## config.mk

```make
export PLATFORM = sky130hd
export DESIGN_NAME = rgb_pixel_fifo
export DESIGN_NICKNAME = d
export VERILOG_FILES = /design/src/rtl/rgb_pixel_fifo_pkg.sv /design/src/rtl/rgb_pixel_fifo_mem.sv /design/src/rtl/rgb_pixel_fifo.sv
export SDC_FILE = /design/constraint.sdc
export NUM_CORES = 1
export LEC_CHECK = 0
export ABC_AREA = 0
export BUFFER_PORTS_ARGS = -buffer_cell sky130_fd_sc_hd__buf_4
export CORE_AREA = 2 2 76 115
export CTS_CLUSTER_SIZE = 12
export DETAILED_ROUTE_END_ITERATION = 10
export DIE_AREA = 0 0 78 117
export PLACE_DENSITY = 0.81
export SLEW_MARGIN = 30
export SYNTH_ARGS = -nofsm -noshare
export SYNTH_HDL_FRONTEND = slang
export SYNTH_SLANG_ARGS = --single-unit
export TNS_END_PERCENT = 30
```

## constraint.sdc

```tcl
create_clock -name clk -period 8.5 [get_ports clk]
set_input_delay 0.85 -clock clk [delete_from_list [all_inputs] [get_ports clk]]
set_output_delay 0.85 -clock clk [all_outputs]
set_load 0.005 [all_outputs]
```

## src/rtl/rgb_pixel_fifo_pkg.sv

```systemverilog
// rgb_pkg: shared types and helpers for the RGB pixel FIFO.
//   CH_W_DEFAULT   default bits per colour channel
//   CH_MAX         widest channel the pack/unpack helpers support
//   rgb8_t         packed {r, g, b} pixel with 8-bit channels
//   rgb_pack       concatenates r/g/b of width ch_w into {r, g, b}
//   rgb_unpack     extracts one channel (RGB_IDX_*) of width ch_w from {r, g, b}
package rgb_pkg;

  localparam int CH_W_DEFAULT = 8;
  localparam int CH_MAX       = 32;

  localparam int RGB_IDX_B = 0;
  localparam int RGB_IDX_G = 1;
  localparam int RGB_IDX_R = 2;

  typedef struct packed {
    logic [7:0] r;
    logic [7:0] g;
    logic [7:0] b;
  } rgb8_t;

  // Wide carrier so the helpers work for any channel width up to CH_MAX;
  // callers cast the result down to their own 3*CH_W width.
  typedef logic [3*CH_MAX-1:0] rgb_word_t;

  function automatic rgb_word_t rgb_mask(input int ch_w);
    return (rgb_word_t'(1) << ch_w) - rgb_word_t'(1);
  endfunction

  function automatic rgb_word_t rgb_pack(input rgb_word_t r, input rgb_word_t g,
                                         input rgb_word_t b, input int ch_w);
    rgb_word_t m;
    m = rgb_mask(ch_w);
    return ((r & m) << (2 * ch_w)) | ((g & m) << ch_w) | (b & m);
  endfunction

  function automatic rgb_word_t rgb_unpack(input rgb_word_t px, input int ch_w,
                                           input int idx);
    return (px >> (idx * ch_w)) & rgb_mask(ch_w);
  endfunction

endpackage

```

## src/rtl/rgb_pixel_fifo_mem.sv

```systemverilog
// rgb_pixel_fifo_mem: DEPTH x WIDTH register array for the pixel FIFO.
//   clk    rising-edge clock
//   reset  asynchronous active-high; clears every entry to 0
//   we     write enable
//   waddr  write address
//   wdata  write data
//   raddr  read address
//   rdata  combinational read data (mem[raddr])
module rgb_pixel_fifo_mem #(
  parameter int WIDTH = 24,
  parameter int DEPTH = 4,
  parameter int AW    = $clog2(DEPTH)
) (
  input  logic             clk,
  input  logic             reset,
  input  logic             we,
  input  logic [AW-1:0]    waddr,
  input  logic [WIDTH-1:0] wdata,
  input  logic [AW-1:0]    raddr,
  output logic [WIDTH-1:0] rdata
);

  logic [WIDTH-1:0] mem [DEPTH];

  always_ff @(posedge clk or posedge reset) begin
    if (reset) begin
      for (int i = 0; i < DEPTH; i++) mem[i] <= '0;
    end else if (we) begin
      mem[waddr] <= wdata;
    end
  end

  assign rdata = mem[raddr];

endmodule

```

## src/rtl/rgb_pixel_fifo.sv

```systemverilog
// rgb_pixel_fifo: elastic buffer for RGB pixels with valid/ready on both sides.
// Optional feature: define RGB_PIXEL_FIFO_BYPASS_EN for a zero-latency path
// from input to output while the FIFO is empty.
//   clk                  rising-edge clock
//   reset                asynchronous active-high reset
//   clear                synchronous flush (beats push/pop in the same cycle)
//   in_valid/in_ready    producer handshake; in_r/g/b input pixel
//   out_valid/out_ready  consumer handshake; out_r/g/b output pixel (fall-through)
//   count                number of stored pixels
module rgb_pixel_fifo
  import rgb_pkg::*;
#(
  parameter int CH_W  = CH_W_DEFAULT,
  parameter int DEPTH = 4
) (
  input  logic                       clk,
  input  logic                       reset,
  input  logic                       clear,
  input  logic                       in_valid,
  output logic                       in_ready,
  input  logic [CH_W-1:0]            in_r,
  input  logic [CH_W-1:0]            in_g,
  input  logic [CH_W-1:0]            in_b,
  output logic                       out_valid,
  input  logic                       out_ready,
  output logic [CH_W-1:0]            out_r,
  output logic [CH_W-1:0]            out_g,
  output logic [CH_W-1:0]            out_b,
  output logic [$clog2(DEPTH+1)-1:0] count
);

  localparam int AW = $clog2(DEPTH);
  localparam int CW = $clog2(DEPTH + 1);
  localparam int PW = 3 * CH_W;
  localparam logic [AW:0] PTR_ONE = (AW + 1)'(1);

  // Pointers carry one extra wrap bit above the address bits.
  logic [AW:0]   wr_ptr;
  logic [AW:0]   rd_ptr;
  logic          empty;
  logic          full;
  logic          push;
  logic          pop;
  logic          byp_take;
  logic [PW-1:0] wdata;
  logic [PW-1:0] rdata;
  logic [CH_W-1:0] mem_r;
  logic [CH_W-1:0] mem_g;
  logic [CH_W-1:0] mem_b;

  assign empty    = (wr_ptr == rd_ptr);
  assign full     = (wr_ptr[AW-1:0] == rd_ptr[AW-1:0]) && (wr_ptr[AW] != rd_ptr[AW]);
  assign count    = CW'(wr_ptr - rd_ptr);
  // Registered state only: a full FIFO never accepts in the cycle it pops.
  assign in_ready = !reset && !full;

  assign wdata = PW'(rgb_pack(rgb_word_t'(in_r), rgb_word_t'(in_g),
                              rgb_word_t'(in_b), CH_W));
  assign mem_r = CH_W'(rgb_unpack(rgb_word_t'(rdata), CH_W, RGB_IDX_R));
  assign mem_g = CH_W'(rgb_unpack(rgb_word_t'(rdata), CH_W, RGB_IDX_G));
  assign mem_b = CH_W'(rgb_unpack(rgb_word_t'(rdata), CH_W, RGB_IDX_B));

`ifdef RGB_PIXEL_FIFO_BYPASS_EN
  // Empty FIFO presents the incoming pixel directly; it is only stored
  // when the consumer does not take it this cycle.
  always_comb begin
    byp_take  = 1'b0;
    out_valid = !empty;
    out_r     = mem_r;
    out_g     = mem_g;
    out_b     = mem_b;
    if (empty && in_valid) begin
      out_valid = 1'b1;
      out_r     = in_r;
      out_g     = in_g;
      out_b     = in_b;
      byp_take  = out_ready;
    end
  end
`else
  always_comb begin
    byp_take  = 1'b0;
    out_valid = !empty;
    out_r     = mem_r;
    out_g     = mem_g;
    out_b     = mem_b;
  end
`endif

  assign push = in_valid && in_ready && !byp_take;
  assign pop  = !empty && out_ready;

  always_ff @(posedge clk or posedge reset) begin
    if (reset) begin
      wr_ptr <= '0;
      rd_ptr <= '0;
    end else if (clear) begin
      wr_ptr <= '0;
      rd_ptr <= '0;
    end else begin
      if (push) wr_ptr <= wr_ptr + PTR_ONE;
      if (pop)  rd_ptr <= rd_ptr + PTR_ONE;
    end
  end

  rgb_pixel_fifo_mem #(
    .WIDTH (PW),
    .DEPTH (DEPTH),
    .AW    (AW)
  ) u_mem (
    .clk   (clk),
    .reset (reset),
    .we    (push && !clear),
    .waddr (wr_ptr[AW-1:0]),
    .wdata (wdata),
    .raddr (rd_ptr[AW-1:0]),
    .rdata (rdata)
  );

endmodule

```

==> results of run 1 <==
==> registers in the layout, summed over array words and instances (netlist names) <==
signal     flops
rd_ptr         3
u_mem.mem     96
wr_ptr         3
==> synthesized netlist by cell type, types with 3 or more instances <==
cell type,n
buf_2,3
buf_6,8
dfrtp_1,102
ha_1,7
inv_1,8
mux2_2,88
mux2_4,10
mux4_2,24
nand2_1,3
nor2_1,5
nor4bb_1,4
o2111ai_1,3
o21ai_4,4
==> layer usage <==
| metal | up-vias | GRT usage, % | wire length, µm | part of all wire, % |
|---|---|---|---|---|
| li1 | 1189 | - | - | - |
| met1 | 1361 | 27.4 | 3620 | 42 |
| met2 | 53 | 35.2 | 4670 | 54 |
| met5 | - | 0 | 0 | 0 |
| met4 | 0 | 8.07 | 158 | 1.8 |
| met3 | 12 | 4.75 | 242 | 2.8 |
==> power groups by stage <==
stage                     combinational [µW]  clock, µW  sequential (µW)
after floorplan                          251          0              626
after global placement                   361          0              656
after detailed placement                 370          0              665
after CTS                                373        480              657
after global routing                     398        503              672
final                                    366        474              657
==> final timing paths <==
kind,start,endpoint,slack (ps),cells past startpoint
min in group asynchronous,reset,wr_ptr[1]$_DFFE_PP0P_,630,2
max,rd_ptr[0]$_DFFE_PP0P_,count[2],5620,4
min reg2reg,u_mem.mem[23]$_DFFE_PP0P_,u_mem.mem[23]$_DFFE_PP0P_,500,1
max in group asynchronous,reset,rd_ptr[0]$_DFFE_PP0P_,6740,3
max reg2reg,rd_ptr[0]$_DFFE_PP0P_,u_mem.mem[94]$_DFFE_PP0P_,5880,4
min,u_mem.mem[23]$_DFFE_PP0P_,u_mem.mem[23]$_DFFE_PP0P_,500,1
==> logic make-up (layout without fill, tap and decap cells) <==
| logic type | count (synthesis) | in the layout | share of synthesized area (%) |
|---|---|---|---|
| compound gates | 13 | 13 | 2.90 |
| xor+xnor | 3 | 3 | 0.940 |
| fa+ha+maj | 8 | 8 | 2.25 |
| buf+inv | 23 | 84 | 3.13 |
| flops | 102 | 102 | 53.3 |
| mux | 124 | 124 | 35.5 |
| simple gates | 16 | 16 | 1.98 |
==> cell type report <==
type	count	share of cell area, %
timing repair buffer	60	8.35
clock inverter	3	1.60
sequential	102	45.4
inverter	8	0.578
clock buffer	13	4.62
multi-input combinational	164	37.1
tap	107	2.38
==> metrics by stage <==
stage / instances / total power, µW / area, µm² / worst slack [ps]
3_3_place_gp: 440 / 1020 / 5250 / 5670
4_1_cts: 456 / 1510 / 5600 / 5380
2_1_floorplan: 289 / 877 / 4790 / 4650
3_5_place_dp: 440 / 1040 / 5250 / 5630
6_report: 457 / 1500 / 5630 / 5620
5_1_grt: 457 / 1570 / 5630 / 5520
==> critical path: cells and delay by family, from the launching register on <==
family	cells	cell delay (ps)
xor gates and xnor gates	1	170
adders and majority gates	2	690
buffers and inverters	1	130
DFF	1	700
==> metrics.cfg, run 1 <==
[floorplanning]
pin_count = 58
start_util_pct = 58.4
row_count = 41
dieWidth_um = 78
die_h_um = 117
die-area_mm2 = 0.00913
core-area_mm2 = 0.00821

[cells_and_area]
drive_gt1_share_pct = 58.3
antenna_cells = 0
final_cell_mix = dfrtp_1 (101), mux2_2 (88), buf_4 (59)
synthToLayoutAreaGrowth_pct = 17.5
nFillCells = 564
multi_input_area_mm2 = 0.00209
nets = 382
utilization_pct = 68.6
final-seq-area_mm2 = 0.00256
final_common_cell = dfrtp_1

[worst_setup_path]
crit_arrival_ps = 2030
required_ps = 7650
path_cells = ha_1 -> fa_1 -> xnor2_1 -> buf_4
startpoint_type = flop
end_kind = primary output
worstPathMaxFanout = 28
path_class = flop to primary output
max_stage_delay_ps = 700
crit_slowest_cell = dfrtp_4

[placed_design]
io_buffers = 57
gp_congestion = 0.808
dp_hpwl_mm = 5.54

[power_and_ir_drop]
leakagePower_uw = 0.00267
irDropWorstVdd_mv = 0.198
power.density_mw_per_mm2 = 266
combPwrFrac_pct = 24.5
power.internal_uw = 1130
p_clk_share_pct = 31.7
seq_power_share_pct = 43.9
p_sw_uw = 362
sw_frac_of_total_pct = 24.2

[cts]
cts_setup_buffers = 0
holdBufCountCts = 0
cts_tree = done
clock_path_buffers = 2
cts_buffers = 9
cts.clk_slew.worst_paths_ps = 60
htreeDepth = 3
cts_root_buf = clkbuf_16
cts_resized = 0
clock-sinks = 102
clk_latency_ps = 340

[yosys]
yosysSeqAreaShare_pct = 53.3
syn-mean-instance-area_um2 = 16.6
ys_types = 30
synth.net_count = 326
ys_warn_count = 0
syn_inst = 289
synth_seq_cells = 102
async_reset_ff_share_pct = 100
synth_edf_count = 0
synth_largest_type_area_fraction_pct = 53.3
netlist_area_mm2 = 0.00479
synth_ff_type = dfrtp_1
synth_area_leaders = dfrtp_1 (53%), mux2_2 (21%), mux4_2 (11%)
synth_top_area_cell = dfrtp_1

[sta]
clock_skew_ps = 6.59
rsz0062_at_grt = false
holdWs_ps = 501
period_needed_ps = 2880
hold_viol = 0
drv_slew = 0
timing.slew.headroom_pct = 38.7
setup_viol = 0
period_share_pct = 33.9
clock.fmax_mhz = 347
fin_tns_setup_ps = 0
worst_slew_pin_slew_ps = 916

[global_route]
grt-ovfl-total = 0
grt_pass1_wl_mm = 14.5
track_usage_pct = 21.1
grt_max_degree = 54
grt_pass1_vias = 2878
antenna_found_initial = 0

[route]
post_drt_via_cell_ratio = 5.72
dr_total_vias = 2615
drtAntennaViolNets = 0
drc = 0
drtIter0Drc = 119
wl_per_cell_um = 19.0
routed_wl_mm = 8.69
drt_pass1_iterations = 4

[run]
max_cap_violations = 0

[hold_path]
hold_class = flop to flop

[outcome]
outcome = completed

Note: power is estimated with default switching activity, not from simulation.
==> inputs of run 2 (changes only) <==
- ABC_AREA: 0 -> 1
- CORE_AREA: 2 2 76 115 -> 2 2 87 131
- DIE_AREA: 0 0 78 117 -> 0 0 89 133
- PLACE_DENSITY: 0.81 -> 0.75
- clock period: 8.5 -> 2.57 ns (I/O delays scaled with it)
==> metrics.cfg, run 2 <==
[route]
wl_per_cell_um = 15.9
dr_total_vias = 4913
met1_length_mm = 5.60
wl_met3_um = 774
route.top_layer_used = met4
post_drt_via_cell_ratio = 5.51
routed_wl_mm = 14.2
drtIter0Drc = 434
dr_wl_met2_mm = 7.44
drtAntennaViolNets = 0
drt_pass1_iterations = 5
drc = 0

[sta]
period_share_pct = 85.9
period_needed_ps = 2210
drv_slew = 0
clock.fmax_mhz = 453
hold_viol = 0
worst_slew_pin_slew_ps = 970
timing.slew.headroom_pct = 34.9
setup_viol = 0
clock_skew_ps = 7.19
rsz0062_at_grt = false
finalWorstSetupSlack_ps = 362
holdWs_ps = 142

[global_route]
grt_max_degree = 67
track_usage_pct = 25.4
antenna_found_initial = 0
grt_pass1_vias = 4916
grt_pass1_wl_mm = 23.7
grt-ovfl-total = 0

[floorplanning]
dieWidth_um = 89
die_h_um = 133
core-area_mm2 = 0.0108
die-area_mm2 = 0.0118
start_util_pct = 52.1
pin_count = 58
row_count = 47

[cells_and_area]
final_common_cell = nand2_1
utilization_pct = 59.4
largest_register = u_mem.mem
synthToLayoutAreaGrowth_pct = 14.0
fin_cells = 892
antenna_cells = 0
nFillCells = 996
drive_gt1_share_pct = 12.3
final_cell_mix = nand2_1 (131), inv_1 (108), dfrtp_1 (102)
largest_reg_flops = 96
nets = 778
top_regs = u_mem.mem x96, rd_ptr x3, wr_ptr x3

[power_and_ir_drop]
p_total_uw = 6520
leakagePower_uw = 0.00320
power.density_mw_per_mm2 = 1010
irDropWorstVdd_mv = 0.401

[yosys]
synth_area_leaders = dfrtp_1 (45%), o21bai_1 (13%), nand3_1 (8.8%)
synth_top_area_cell = dfrtp_1
ys_warn_count = 0
synth_largest_type_area_fraction_pct = 45.3
syn-mean-instance-area_um2 = 7.90
ys_types = 21
synth_most_common_cell = nand2_1
synth.net_count = 751
synth_edf_count = 0
synth_ff_type = dfrtp_1
yosysSeqAreaShare_pct = 45.3
synth_seq_cells = 102
yosys-top-cells-count = nand2_1 (131), inv_1 (111), dfrtp_1 (102)
async_reset_ff_share_pct = 100
netlist_area_mm2 = 0.00564
syn_inst = 714

[cts]
cts_tree = done
clock_path_buffers = 2
cts_buffers = 9
cts_resized = 0
cts_setup_buffers = 0
cts.clk_slew.worst_paths_ps = 70
holdBufCountCts = 0
htreeDepth = 3
clk_latency_ps = 350
clock-sinks = 102
cts_root_buf = clkbuf_16

[worst_setup_path]
path_class = flop to primary output
reg2regPathDepth = 5
required_ps = 2310
startpoint_type = flop
crit_arrival_ps = 1950
worstPathMaxFanout = 49
end_kind = primary output

[outcome]
outcome = completed

[placed_design]
io_buffers = 57
dp_cells = 877
dp_hpwl_mm = 8.34
gp_congestion = 0.798
place_ws_ps = 549

[hold_path]
hold_class = input pin to asynchronous set/reset pin

[run]
max_cap_violations = 0

[run 2: cell count changes in the layout (fill, tap and decap cells not counted), sizes merged, moves of 3 or more]
cell | previous run | this run
a21oi | 1 | 72
buf | 60 | 72
clkinv | 0 | 3
inv | 8 | 109
mux2 | 99 | 0
mux4 | 24 | 0
nand2 | 4 | 131
nand3 | 0 | 101
nor2 | 5 | 2
nor4bb | 4 | 0
o2111ai | 3 | 0
o21ai | 4 | 30
o21bai | 0 | 96
[run 2: through the flow]
step / instance area [µm²] / setup TNS, ps
6_report: 6430 / 0
3_3_place_gp: 6140 / 0
4_1_cts: 6430 / 0
3_5_place_dp: 6140 / 0
2_1_floorplan: 5660 / -4420
5_1_grt: 6430 / 0
[run 2: layout make-up]
| cell class | instances | area (µm²) | share of cell area [%] |
|---|---|---|---|
| flip-flops and latches | 102 | 2550 | 39.7 |
| multi-input cells | 445 | 2410 | 37.6 |
| repair buffers | 72 | 566 | 8.80 |
| inverters | 111 | 420 | 6.54 |
| clock buffers | 11 | 243 | 3.78 |
| well taps | 147 | 184 | 2.86 |
| clock inverters | 4 | 47.5 | 0.740 |
[run 2: power by group]
part	switching, µW	internal, µW	leakage [µW]
logic	1540	1290	0.00196
clock network	581	773	0.000141
registers	233	2100	0.00110
total	2360	4170	0.00320
[run 2: metal layers]
layer / global-route usage, % / vias to the layer above
met3: 3.56 / 30
li1: - / 2353
met2: 42.6 / 158
met1: 33.0 / 2372
met5: 0 / -
met4: 9.12 / 0
[run 2: worst max-delay path, cell delays in order (launching register included)]
cell and delay, ps:
dfrtp_1 430, inv_1 90, buf_4 460, o21ai_0 180
a21oi_1 200, a21oi_1 80, buf_4 140
[run 2: cell families after synthesis]
logic type	Yosys count	share of synthesized area [%]
xor gates and xnor gates	3	0.466
AOI/OAI and AO/OA	199	21.9
and+or+nand+nor	235	18.4
buffers and inverters	167	12.1
DFF	102	45.3
adders and majority gates	8	1.91
[run 2: worst paths after layout]
kind | slack (ps) | endpoint | from
worst max-delay path | 360 | out_g[1] | rd_ptr[1]$_DFFE_PP0P_
worst min-delay path | 140 | wr_ptr[1]$_DFFE_PP0P_ | reset
worst max register to register | 410 | u_mem.mem[33]$_DFFE_PP0P_ | wr_ptr[0]$_DFFE_PP0P_
worst min register to register | 580 | u_mem.mem[67]$_DFFE_PP0P_ | u_mem.mem[67]$_DFFE_PP0P_
max in group asynchronous | 1790 | u_mem.mem[85]$_DFFE_PP0P_ | reset
min in group clk | 170 | u_mem.mem[4]$_DFFE_PP0P_ | in_b[4]
==> inputs of run 3 (changes only) <==
--- a/config.mk
+++ b/config.mk
@@ -14,2 +14,3 @@
 export PLACE_DENSITY = 0.75
+export SETUP_SLACK_MARGIN = 0.15
 export SLEW_MARGIN = 30
==> constraint.sdc (replaced) <==
create_clock -name clk -period 2.57 [get_ports clk]
set_input_delay 0.3855 -clock clk [delete_from_list [all_inputs] [get_ports clk]]
set_output_delay 0.3855 -clock clk [all_outputs]
set_load 0.005 [all_outputs]
==> metrics.cfg, run 3 (synthesis results as in run 2) <==
[cells_and_area]
finalInstanceArea_mm2 = 0.00641
final_common_cell = nand2_1
synthToLayoutAreaGrowth_pct = 13.8
largest_register = u_mem.mem
nFillCells = 981
drive_gt1_share_pct = 12.2
largest_reg_flops = 96
nets = 775
antenna_cells = 0
top_regs = u_mem.mem x96, rd_ptr x3, wr_ptr x3
final-seq-area_mm2 = 0.00255
multi_input_area_mm2 = 0.00241
final_cell_mix = nand2_1 (131), inv_1 (108), dfrtp_1 (102)

[worst_setup_path]
crit_slowest_cell = dfrtp_1
crit_arrival_ps = 1830
required_ps = 2180
startpoint_type = flop
regToRegSetupSlack_ps = 420
path_cells = inv_1 -> buf_6 -> o21ai_0 -> a21oi_1 -> a21oi_1 -> buf_4
path_class = flop to primary output
end_kind = primary output
max_stage_delay_ps = 420
worstPathMaxFanout = 49
crit_top_cell = a21oi_1
path_delay_family = buffers and inverters
critPathBufInv = 3

[route]
drt_pass1_iterations = 6
drtAntennaViolNets = 0
wl_per_cell_um = 15.9
routed_wl_mm = 14.2
post_drt_via_cell_ratio = 5.42
dr_total_vias = 4822
drtIter0Drc = 484
drc = 0

[floorplanning]
dieWidth_um = 89
row_count = 47
core-area_mm2 = 0.0108
die-area_mm2 = 0.0118
start_util_pct = 52.1
die_h_um = 133
pin_count = 58

[placed_design]
post_dp_cell_area_mm2 = 0.00611
gp_congestion = 0.807
io_buffers = 57
place_ws_ps = 430
dp_hpwl_mm = 8.08

[global_route]
grt_pass1_wl_mm = 23.7
grt-ovfl-total = 0
track_usage_pct = 25.7
grt_max_degree = 99
antenna_found_initial = 0
grt_pass1_vias = 4765

[power_and_ir_drop]
leakagePower_uw = 0.00319
power.density_mw_per_mm2 = 1010
irDropWorstVdd_mv = 0.467
p_total_uw = 6490

[outcome]
outcome = completed

[hold_path]
hold_class = input pin to asynchronous set/reset pin

[cts]
cts_setup_buffers = 0
cts_root_buf = clkbuf_16
cts_resized = 0
cts.clk_slew.worst_paths_ps = 70
cts_buffers = 9
clock-sinks = 102
cts_tree = done
clk_latency_ps = 350
holdBufCountCts = 0
clock_path_buffers = 2
htreeDepth = 3

[sta]
finalWorstSetupSlack_ps = 358
clock_skew_ps = 7.53
period_needed_ps = 2210
setup_viol = 0
fin_tns_setup_ps = 0
rsz0062_at_grt = false
holdWs_ps = 40.7
hold_viol = 0
worst_slew_pin_slew_ps = 984
period_share_pct = 86.1
timing.slew.headroom_pct = 34.3
clock.fmax_mhz = 452
drv_slew = 0

[run]
max_cap_violations = 0

run 3: changes by cell type in the layout (fill, tap and decap cells not counted), sizes merged:
| cell | before | now |
|---|---|---|
| clkinv | 3 | 2 |
| clkbuf | 11 | 12 |
| buf | 72 | 69 |
| inv | 109 | 110 |
| clkinvlp | 2 | 3 |
| bufinv | 1 | 0 |
run 3: metal layers:
layer | wire (µm) | up-vias | track usage, %
li1 | - | 2343 | -
met1 | 5760 | 2324 | 33.1
met2 | 7480 | 137 | 43.9
met3 | 761 | 18 | 4.55
met4 | 189 | 0 | 7.05
met5 | 0 | - | 0
run 3: power by group:
group          switching [µW]  internal [µW]
Sequential                227           2100
Clock                     611            739
Combinational            1540           1270
Total                    2380           4110
run 3: layout make-up:
cell class,count,share of cell area [%]
clock buffer,12,4.16
clock inverter,4,0.449
inverter,111,6.55
multi-input combinational,445,37.7
sequential,102,39.8
tap,147,2.87
timing repair buffer,69,8.53
run 3: worst paths after layout:
path | endpoint | startpoint | cells after the start
min in group clk | u_mem.mem[36]$_DFFE_PP0P_ | in_g[4] | 3
max | out_g[0] | rd_ptr[1]$_DFFE_PP0P_ | 6
max in group asynchronous | u_mem.mem[13]$_DFFE_PP0P_ | reset | 3
max reg2reg | u_mem.mem[66]$_DFFE_PP0P_ | wr_ptr[0]$_DFFE_PP0P_ | 9
min | u_mem.mem[45]$_DFFE_PP0P_ | reset | 2
min reg2reg | u_mem.mem[64]$_DFFE_PP0P_ | u_mem.mem[64]$_DFFE_PP0P_ | 3
run 3: through the flow:
step	instances	util, %
detailed placement	874	56.5
floorplan	714	-
global placement	874	56.5
global route	890	59.3
finish	890	59.3
CTS	890	59.2
